===== src/rtl/fft_frame_sequencer_if.sv =====
`default_nettype none
// ============================================================================
// Module   : fft_frame_sequencer_if
// Brief    : Bundle of upstream, FFT-core, downstream and status signals
//            used by the FFT frame sequencer.
//            master = sequencer side, slave = surrounding system side.
// Revision : 1.0 - initial release
// ============================================================================
interface fft_frame_sequencer_if #(
  parameter int W = 16
);
  // upstream beat interface
  logic         in_valid;
  logic         in_ready;
  logic [W-1:0] in_d0;
  logic [W-1:0] in_d1;
  logic [W-1:0] in_d2;
  logic [W-1:0] in_d3;
  // FFT core input side
  logic         core_next;
  logic [W-1:0] core_x0;
  logic [W-1:0] core_x1;
  logic [W-1:0] core_x2;
  logic [W-1:0] core_x3;
  // FFT core output side
  logic         core_next_out;
  logic [W-1:0] core_y0;
  logic [W-1:0] core_y1;
  logic [W-1:0] core_y2;
  logic [W-1:0] core_y3;
  // downstream beat interface
  logic         out_valid;
  logic         out_first;
  logic         out_last;
  logic [W-1:0] out_d0;
  logic [W-1:0] out_d1;
  logic [W-1:0] out_d2;
  logic [W-1:0] out_d3;
  // status
  logic         clr_err;
  logic         underrun;
  logic         overrun;
  logic [7:0]   frames_in;
  logic [7:0]   frames_out;

  modport master (
    input  in_valid, in_d0, in_d1, in_d2, in_d3,
    input  core_next_out, core_y0, core_y1, core_y2, core_y3,
    input  clr_err,
    output in_ready,
    output core_next, core_x0, core_x1, core_x2, core_x3,
    output out_valid, out_first, out_last, out_d0, out_d1, out_d2, out_d3,
    output underrun, overrun, frames_in, frames_out
  );

  modport slave (
    output in_valid, in_d0, in_d1, in_d2, in_d3,
    output core_next_out, core_y0, core_y1, core_y2, core_y3,
    output clr_err,
    input  in_ready,
    input  core_next, core_x0, core_x1, core_x2, core_x3,
    input  out_valid, out_first, out_last, out_d0, out_d1, out_d2, out_d3,
    input  underrun, overrun, frames_in, frames_out
  );
endinterface
`default_nettype wire


===== src/rtl/fft_frame_sequencer.sv =====
`default_nettype none
// ============================================================================
// Module   : fft_frame_sequencer
// Brief    : Feeds fixed-length frames of 4-word beats into a streaming FFT
//            core with a guaranteed minimum spacing between frame starts, and
//            reframes the core output into first/last-qualified beats.
//            Input and output paths run independently of each other.
// Revision : 1.0 - initial release
// ============================================================================
module fft_frame_sequencer #(
  parameter int W           = 16,
  parameter int FRAME_BEATS = 512,
  parameter int MIN_GAP     = 5140
) (
  input  wire logic              clk,
  input  wire logic              reset,
  fft_frame_sequencer_if.master  bus
);

  localparam int             c_BEAT_W    = (FRAME_BEATS > 1) ? $clog2(FRAME_BEATS) : 1;
  localparam [c_BEAT_W-1:0]  c_LAST_BEAT = c_BEAT_W'(FRAME_BEATS - 1);
  localparam [15:0]          c_GAP_MAX   = 16'(MIN_GAP);
  localparam [15:0]          c_GAP_THR   = 16'(MIN_GAP - 1);

  typedef enum logic [1:0] {
    S_IDLE = 2'd0,
    S_LOAD = 2'd1,
    S_GAP  = 2'd2
  } state_t;

  state_t              r_state;
  state_t              w_state_nxt;
  logic [c_BEAT_W-1:0] r_beat_cnt;
  logic [15:0]         r_gap_cnt;
  logic                w_gap_ok;
  logic                w_start;
  logic                w_last_beat;
  logic                w_in_ready;
  logic                w_core_next;
  logic [4*W-1:0]      r_core_x;
  logic                r_underrun;
  logic [7:0]          r_frames_in;

  logic                r_cno_d;
  logic                w_rise;
  logic                r_cap_active;
  logic [c_BEAT_W-1:0] r_cap_cnt;
  logic                r_out_valid;
  logic                r_out_first;
  logic                r_out_last;
  logic [4*W-1:0]      r_out_d;
  logic                r_overrun;
  logic [7:0]          r_frames_out;

  assign w_gap_ok = (r_gap_cnt >= c_GAP_THR);
  assign w_rise   = bus.core_next_out && !r_cno_d;

  // Next-state and handshake decode; GAP hands straight to the start check so
  // core_next spacing is exactly MIN_GAP when data is waiting.
  always_comb begin
    w_state_nxt = r_state;
    w_start     = 1'b0;
    w_last_beat = 1'b0;
    w_in_ready  = (r_state == S_LOAD);
    w_core_next = (r_state == S_LOAD) && (r_beat_cnt == '0);
    case (r_state)
      S_IDLE: begin
        if (bus.in_valid && w_gap_ok) begin
          w_state_nxt = S_LOAD;
          w_start     = 1'b1;
        end
      end
      S_LOAD: begin
        if (r_beat_cnt == c_LAST_BEAT) begin
          w_state_nxt = S_GAP;
          w_last_beat = 1'b1;
        end
      end
      S_GAP: begin
        if (w_gap_ok) begin
          if (bus.in_valid) begin
            w_state_nxt = S_LOAD;
            w_start     = 1'b1;
          end else begin
            w_state_nxt = S_IDLE;
          end
        end
      end
      default: w_state_nxt = S_IDLE;
    endcase
  end

  // State register and beat position within the frame being loaded.
  always_ff @(posedge clk or posedge reset) begin
    if (reset) begin
      r_state    <= S_IDLE;
      r_beat_cnt <= '0;
    end else begin
      r_state <= w_state_nxt;
      if (w_start)
        r_beat_cnt <= '0;
      else if (r_state == S_LOAD)
        r_beat_cnt <= r_beat_cnt + c_BEAT_W'(1);
    end
  end

  // Cycles since the last frame start; reads 0 in the core_next cycle and
  // starts saturated so the first frame after reset need not wait.
  always_ff @(posedge clk or posedge reset) begin
    if (reset)
      r_gap_cnt <= c_GAP_MAX;
    else if (w_start)
      r_gap_cnt <= '0;
    else if (r_gap_cnt < c_GAP_MAX)
      r_gap_cnt <= r_gap_cnt + 16'd1;
  end

  // Input datapath: register accepted beats, zero-fill missing ones, count frames.
  always_ff @(posedge clk or posedge reset) begin
    if (reset) begin
      r_core_x    <= '0;
      r_underrun  <= 1'b0;
      r_frames_in <= '0;
    end else begin
      if (w_in_ready && bus.in_valid)
        r_core_x <= {bus.in_d3, bus.in_d2, bus.in_d1, bus.in_d0};
      else
        r_core_x <= '0;
      if (w_in_ready && !bus.in_valid)
        r_underrun <= 1'b1;
      else if (bus.clr_err)
        r_underrun <= 1'b0;
      if (w_last_beat)
        r_frames_in <= r_frames_in + 8'd1;
    end
  end

  // Output capture: sample core_y for FRAME_BEATS cycles after each rising
  // edge of core_next_out; a fresh edge mid-capture restarts at beat 0.
  always_ff @(posedge clk or posedge reset) begin
    if (reset) begin
      r_cno_d      <= 1'b0;
      r_cap_active <= 1'b0;
      r_cap_cnt    <= '0;
      r_out_valid  <= 1'b0;
      r_out_first  <= 1'b0;
      r_out_last   <= 1'b0;
      r_out_d      <= '0;
      r_overrun    <= 1'b0;
      r_frames_out <= '0;
    end else begin
      r_cno_d     <= bus.core_next_out;
      r_out_valid <= r_cap_active;
      r_out_first <= r_cap_active && (r_cap_cnt == '0);
      r_out_last  <= r_cap_active && (r_cap_cnt == c_LAST_BEAT);
      r_out_d     <= r_cap_active ? {bus.core_y3, bus.core_y2, bus.core_y1, bus.core_y0} : '0;
      if (w_rise) begin
        r_cap_active <= 1'b1;
        r_cap_cnt    <= '0;
      end else if (r_cap_active) begin
        if (r_cap_cnt == c_LAST_BEAT)
          r_cap_active <= 1'b0;
        r_cap_cnt <= r_cap_cnt + c_BEAT_W'(1);
      end
      if (w_rise && r_cap_active)
        r_overrun <= 1'b1;
      else if (bus.clr_err)
        r_overrun <= 1'b0;
      if (r_out_last)
        r_frames_out <= r_frames_out + 8'd1;
    end
  end

  assign bus.in_ready   = w_in_ready;
  assign bus.core_next  = w_core_next;
  assign bus.core_x0    = r_core_x[0*W +: W];
  assign bus.core_x1    = r_core_x[1*W +: W];
  assign bus.core_x2    = r_core_x[2*W +: W];
  assign bus.core_x3    = r_core_x[3*W +: W];
  assign bus.out_valid  = r_out_valid;
  assign bus.out_first  = r_out_first;
  assign bus.out_last   = r_out_last;
  assign bus.out_d0     = r_out_d[0*W +: W];
  assign bus.out_d1     = r_out_d[1*W +: W];
  assign bus.out_d2     = r_out_d[2*W +: W];
  assign bus.out_d3     = r_out_d[3*W +: W];
  assign bus.underrun   = r_underrun;
  assign bus.overrun    = r_overrun;
  assign bus.frames_in  = r_frames_in;
  assign bus.frames_out = r_frames_out;

endmodule
`default_nettype wire


===== src/flat_wrapper.sv =====
// flat-port wrapper written by rule: the top's interface ports become plain ports
module fft_frame_sequencer_flat 
#(
  parameter int W           = 16,
  parameter int FRAME_BEATS = 512,
  parameter int MIN_GAP     = 5140
)
  (clk, reset, bus_in_valid, bus_in_d0, bus_in_d1, bus_in_d2, bus_in_d3, bus_core_next_out, bus_core_y0, bus_core_y1, bus_core_y2, bus_core_y3, bus_clr_err, bus_in_ready, bus_core_next, bus_core_x0, bus_core_x1, bus_core_x2, bus_core_x3, bus_out_valid, bus_out_first, bus_out_last, bus_out_d0, bus_out_d1, bus_out_d2, bus_out_d3, bus_underrun, bus_overrun, bus_frames_in, bus_frames_out);
  fft_frame_sequencer_if #(.W(W)) bus_i ();
  input  wire logic clk;
  input  wire logic reset;
  input wire logic [$bits(bus_i.in_valid)-1:0] bus_in_valid;
  input wire logic [$bits(bus_i.in_d0)-1:0] bus_in_d0;
  input wire logic [$bits(bus_i.in_d1)-1:0] bus_in_d1;
  input wire logic [$bits(bus_i.in_d2)-1:0] bus_in_d2;
  input wire logic [$bits(bus_i.in_d3)-1:0] bus_in_d3;
  input wire logic [$bits(bus_i.core_next_out)-1:0] bus_core_next_out;
  input wire logic [$bits(bus_i.core_y0)-1:0] bus_core_y0;
  input wire logic [$bits(bus_i.core_y1)-1:0] bus_core_y1;
  input wire logic [$bits(bus_i.core_y2)-1:0] bus_core_y2;
  input wire logic [$bits(bus_i.core_y3)-1:0] bus_core_y3;
  input wire logic [$bits(bus_i.clr_err)-1:0] bus_clr_err;
  output wire logic [$bits(bus_i.in_ready)-1:0] bus_in_ready;
  output wire logic [$bits(bus_i.core_next)-1:0] bus_core_next;
  output wire logic [$bits(bus_i.core_x0)-1:0] bus_core_x0;
  output wire logic [$bits(bus_i.core_x1)-1:0] bus_core_x1;
  output wire logic [$bits(bus_i.core_x2)-1:0] bus_core_x2;
  output wire logic [$bits(bus_i.core_x3)-1:0] bus_core_x3;
  output wire logic [$bits(bus_i.out_valid)-1:0] bus_out_valid;
  output wire logic [$bits(bus_i.out_first)-1:0] bus_out_first;
  output wire logic [$bits(bus_i.out_last)-1:0] bus_out_last;
  output wire logic [$bits(bus_i.out_d0)-1:0] bus_out_d0;
  output wire logic [$bits(bus_i.out_d1)-1:0] bus_out_d1;
  output wire logic [$bits(bus_i.out_d2)-1:0] bus_out_d2;
  output wire logic [$bits(bus_i.out_d3)-1:0] bus_out_d3;
  output wire logic [$bits(bus_i.underrun)-1:0] bus_underrun;
  output wire logic [$bits(bus_i.overrun)-1:0] bus_overrun;
  output wire logic [$bits(bus_i.frames_in)-1:0] bus_frames_in;
  output wire logic [$bits(bus_i.frames_out)-1:0] bus_frames_out;
  assign bus_i.in_valid = bus_in_valid;
  assign bus_i.in_d0 = bus_in_d0;
  assign bus_i.in_d1 = bus_in_d1;
  assign bus_i.in_d2 = bus_in_d2;
  assign bus_i.in_d3 = bus_in_d3;
  assign bus_i.core_next_out = bus_core_next_out;
  assign bus_i.core_y0 = bus_core_y0;
  assign bus_i.core_y1 = bus_core_y1;
  assign bus_i.core_y2 = bus_core_y2;
  assign bus_i.core_y3 = bus_core_y3;
  assign bus_i.clr_err = bus_clr_err;
  assign bus_in_ready = bus_i.in_ready;
  assign bus_core_next = bus_i.core_next;
  assign bus_core_x0 = bus_i.core_x0;
  assign bus_core_x1 = bus_i.core_x1;
  assign bus_core_x2 = bus_i.core_x2;
  assign bus_core_x3 = bus_i.core_x3;
  assign bus_out_valid = bus_i.out_valid;
  assign bus_out_first = bus_i.out_first;
  assign bus_out_last = bus_i.out_last;
  assign bus_out_d0 = bus_i.out_d0;
  assign bus_out_d1 = bus_i.out_d1;
  assign bus_out_d2 = bus_i.out_d2;
  assign bus_out_d3 = bus_i.out_d3;
  assign bus_underrun = bus_i.underrun;
  assign bus_overrun = bus_i.overrun;
  assign bus_frames_in = bus_i.frames_in;
  assign bus_frames_out = bus_i.frames_out;
  fft_frame_sequencer #(.W(W), .FRAME_BEATS(FRAME_BEATS), .MIN_GAP(MIN_GAP)) u_core (.clk(clk), .reset(reset), .bus(bus_i));
endmodule

===== config.mk =====
export PLATFORM = sky130hd
export DESIGN_NAME = fft_frame_sequencer_flat
export DESIGN_NICKNAME = d
export VERILOG_FILES = /design/src/rtl/fft_frame_sequencer_if.sv /design/src/rtl/fft_frame_sequencer.sv /design/src/flat_wrapper.sv
export SDC_FILE = /design/constraint.sdc
export NUM_CORES = 1
export LEC_CHECK = 0
export ABC_AREA = 1
export CAP_MARGIN = 10
export CORE_ASPECT_RATIO = 1.75
export CORE_MARGIN = 4
export CORE_UTILIZATION = 47
export DETAILED_ROUTE_END_ITERATION = 12
export GPL_TIMING_DRIVEN = 0
export HOLD_SLACK_MARGIN = 0.15
export PLACE_DENSITY = 0.86
export SLEW_MARGIN = 20
export SYNTH_ARGS = -nofsm -noshare
export SYNTH_HDL_FRONTEND = slang
export SYNTH_SLANG_ARGS = --single-unit

===== constraint.sdc =====
create_clock -name clk -period 18.15 [get_ports clk]
set_input_delay 3.63 -clock clk [delete_from_list [all_inputs] [get_ports clk]]
set_output_delay 3.63 -clock clk [all_outputs]
set_load 0.02 [all_outputs]

* Word-level counts from Yosys, hierarchy flattened
Cells that the tools add are included.
** Cells by class
- Add/subtract/negate cells :: 5
- Order comparisons :: 2
- Equal/unequal tests :: 7
- Multiplexer cells :: 25
- Reductions and logical operators :: 19
** Operator list (count)
- $mux W64 :: 2
- $mux W9 :: 4
- $mux W16 :: 2
- $add A9 B1 Y9 const B :: 2
- $eq A9 B9 Y1 const B :: 2
- $logic_not A9 Y1 :: 2
- $add A16 B1 Y16 const B :: 1
- $add A8 B1 Y8 const B :: 2
- $ge A16 B13 Y1 const B :: 1
- $lt A16 B13 Y1 const B :: 1
- $mux W1 :: 12
- $reduce_bool A2 Y1 :: 5
- $logic_and A1 B1 Y1 :: 8
- $mux W2 :: 3
- $pmux W2 S3 :: 1
- $ne A2 B1 Y1 const B :: 2
- $reduce_and A3 Y1 :: 1
- $eq A2 B1 Y1 const B :: 1
- $eq A2 B2 Y1 const B :: 1
- $logic_not A1 Y1 :: 2
- $logic_not A2 Y1 :: 1
- $ne A2 B2 Y1 const B :: 1
- $pmux W1 S2 :: 1
** Storage, ports and cells
- Register bits after elaboration :: 187
- Input bits :: 133
- Output and inout port bits :: 151
- Logic and storage cells :: 73

* Longest topological paths before layout
- Depth after elaboration :: 5
- Depth in mapped cells :: 11
- Mapped depth without buffers :: 10

* Worst setup path before layout
OpenSTA, ideal clock, no wires.
- Path kind :: register to output
- From :: reg u_core.r_beat_cnt[0]
- To :: out bus_core_next
- Data arrival time :: 1159 ps
- Path slack :: 13361 ps
- Stages on the path, launching flop included :: 5
- Path buffers :: 0
- Cell sequence :: dfrtp_1 -> inv_1 -> ha_1 -> nand3_1 -> nor3_1
** Between the ends
- Longest elaborated chain between the ends :: 2
** RTL lines
- start, declared :: line fft_frame_sequencer.sv:33 : logic [c_BEAT_W-1:0] r_beat_cnt;
- start signal, assigned :: line fft_frame_sequencer.sv:103 : r_beat_cnt <= r_beat_cnt + c_BEAT_W'(1);
- $logic_not A9 Y1 :: line fft_frame_sequencer.sv:65 : w_core_next = (r_state == S_LOAD) && (r_beat_cnt == '0);
- $logic_and A1 B1 Y1 :: line fft_frame_sequencer.sv:65
- end, declared :: line flat_wrapper.sv:24 : output wire logic [$bits(bus_i.core_next)-1:0] bus_core_next;
Every way passes these cells.

* Worst setup path after layout
Ends and elaborated chain as after synthesis.

==> impl_metrics.toml <==
[worst_setup_path]
worstPathMaxFanout = 3
rrSetupSlack_ns = 16.14
r2r-start = "u_core.r_beat_cnt[1]$_DFFE_PP0P_"
cp_cell_sequence = "inv_1 > ha_1 > nand3_1 > nor3_1 > clkdlybuf4s50_1"
crit_cells = 5
reg2regPathDepth = 10
arrival_ns = 2.08
slowest_delay_ns = 0.67
cp-start-kind = "register"
critPathTopFamily = "buffers and inverters"
slowest_stage = "clkdlybuf4s50_1"
required_ns = 14.52
crit_type = "reg -> out"
path_buf_inv = 2
cp-end-kind = "primary output"
startpoint = "u_core.r_beat_cnt[0]$_DFFE_PP0P_"

[clock_network]
cts_hold_buf = 0
post_cts_buffers = 0
h-tree-depth = 4
post_cts_resized = 0
cts-root-buf = "clkbuf_16"
clkLatencyLatePin_ns = 0.41
clock_path_buffers = 2
cts_made_buffers = 17
cts_tree = "built"
clk_pin_slew_ns = 0.07
cts.sinks = 187

[hold_path]
hp-class = "reg -> reg"
hold_path_depth = 0
worstHoldStart = "u_core.r_cap_active$_DFF_PP0_"

[route]
wire_per_inst_um = 15.28
drt-total-wl_mm = 19.37
firstDrtPassIters = 4
viasPerCell = 4.603
drc = 0
ant_nets = 0
vias = 5836
drt-initial-drc-count = 164

[cells_and_area]
drive_gt1_frac = 0.05530
ff_latch_area_mm2 = 0.004684
fin_cells = 1268
postLayoutCellArea_mm2 = 0.01090
area_growth_pct = 50.06
nFillCells = 1083
multi_input_area_mm2 = 0.001803
nNetsFinal = 1215
insertedDiodeCount = 0

[logic_synthesis]
postSynthAreaPerCell_um2 = 9.436
ys_ff_latch = 187
synth-simple-area-share = 0.1860
yosysTopAreaCell = "dfrtp_1"
netlist-cell-type-count = 32
ys_top_cells_by_area = "dfrtp_1, inv_1, nand2_1, nor2_1, nand3_1"
syn_area_mm2 = 0.007266
synthXorXnorAreaFrac = 0.02290
synthMuxAreaShare = 0.001550
synth_common_cells = "dfrtp_1, inv_1, nand2_1"
synth_edf_count = 0
async_flop_share = 1.000
synth.net_count = 912
yosysWarnings = 0
synth-adder-area-share = 0.01550
synth-seq-area-share = 0.6447
synth_top_cell_area_share = 0.6303
synth_compound_area_frac = 0.02221
synth.most_common_cell = "dfrtp_1"
synth-main-ff-cell = "dfrtp_1"
synthCells = 770
synth_top_family_by_area = "simple AND/OR/NAND/NOR gates"

[timing]
slew_violations = 0
period_needed_ns = 5.708
worstMarginPinSlew_ns = 0.6132
fin_ws_ns = 12.44
finalSetupTns_ns = 0
fmax_mhz = 175.2
rsz0062_at_grt = "no"
setup_viol = 0
post-route-period-util = 0.3145
finalClockSkew_ns = 0.008351
finalHoldViolations = 0
max_slew_margin = 0.5912

[power]
ir_drop_mv = 0.08929
p_seq_frac = 0.488
leakagePower_nw = 5.628
p_int_mw = 0.6758
power_density_mw_per_mm2 = 83.41
power_mw = 0.9094
pwr-share-clk = 0.380
combPwrFrac = 0.132
switching_share = 0.2569
power.net_switching_mw = 0.2336

[die]
die_w_um = 102.0
fp-row-count = 59
dieArea_mm2 = 0.01759
die_y_um = 172.5
boundaryPins = 284
core_area_mm2 = 0.01506
start_util = 0.4825

[global_route]
grt_pass1_wl_mm = 30.37
grt_max_degree = 99
grt_pass1_vias = 6138
grt.total_usage = 0.2261
grt_overflow = 0
antenna_found_initial = 0

[placed_design]
dpl-instance-area_mm2 = 0.01036
dpl.cell_count = 1237
post-dp-hpwl_mm = 15.06
numPortBuffers = 283
globalplace.congestion = 0.9355
place_ws_ns = 12.85

[run]
drv_cap = 0

[outcome]
status = "finished, final reports clean"
-- per-layer routing --
metal  vias to the layer above  part of all wire  track usage  wire length, µm
met5                         -                 0            0                0
met4                         0             0.050       0.1142              967
met3                        56             0.064      0.06661             1236
met2                       195              0.55       0.4044            10640
met1                      2726              0.34       0.2362             6530
li1                       2859                 -            -                -
-- area by class of cell --
type                            instances  area share
Sequential cell                       187      0.4297
Timing Repair Buffer                  284      0.2623
Multi-Input combinational cell        384      0.1654
Inverter                              180     0.06266
Clock buffer                           18     0.03936
Tap cell                              183     0.02100
Clock inverter                         13     0.01021
Buffer                                 19    0.009410
-- power by group through the flow --
stage	sequential, mW	combinational (mW)	clock [mW]
after floorplan	0.471	0.0275	0
after global placement	0.451	0.117	0
after CTS	0.444	0.121	0.352
after detailed placement	0.452	0.120	0
final	0.444	0.120	0.345
after global routing	0.446	0.130	0.369
-- path summary, 6_finish.rpt --
| kind | to |
|---|---|
| max | bus_core_next |
| min | u_core.bus.out_valid$_DFF_PP0_ |
| max reg2reg | u_core.bus.frames_in[6]$_DFFE_PP0P_ |
| min reg2reg | u_core.bus.out_valid$_DFF_PP0_ |
| max in group asynchronous | u_core.bus.frames_out[6]$_DFFE_PP0P_ |
| min in group asynchronous | u_core.r_core_x[38]$_DFF_PP0_ |
-- placed cells by master, fill, tap and decap left out, types with 2 or more instances in the layout --
master	count
buf_1	3
ha_1	9
clkbuf_1	5
o211ai_1	4
o21bai_1	2
nor3_1	4
xnor2_1	5
a21oi_1	7
xor2_1	14
inv_1	176
dfrtp_1	183
clkbuf_16	17
nand3_1	32
o21ai_0	9
clkdlybuf4s50_1	283
nand2_1	149
buf_4	4
nand4_1	15
dfstp_2	4
o22ai_1	2
clkinvlp_4	5
nor2_1	119
nand2_2	4
buf_2	7
inv_2	3
inv_6	3
inv_8	4
-- through the flow --
| stage | hold slack, ns | util |
|---|---|---|
| after CTS | 0.3842 | 0.7240 |
| after floorplan | 0.3487 | - |
| final | 0.3767 | 0.7240 |
| after global routing | 0.3993 | 0.7240 |
| after detailed placement | 0.3693 | 0.6881 |
| after global placement | 0.3547 | 0.6858 |
-- flip-flops by register name, indices dropped and copies added, names as in the netlist --
signal	flops
u_core.bus.frames_in	8
u_core.bus.frames_out	8
u_core.bus.out_first	1
u_core.bus.out_last	1
u_core.bus.out_valid	1
u_core.bus.overrun	1
u_core.bus.underrun	1
u_core.r_beat_cnt	9
u_core.r_cap_active	1
u_core.r_cap_cnt	9
u_core.r_cno_d	1
u_core.r_core_x	64
u_core.r_gap_cnt	16
u_core.r_out_d	64
u_core.r_state	2
-- logic make-up after synthesis --
logic type / count (synthesis)
compound gates: 26
xor+xnor: 19
fa+ha+maj: 9
buf+inv: 199
flops: 187
mux: 1
simple gates: 329
(Power assumes the default switching activity.)
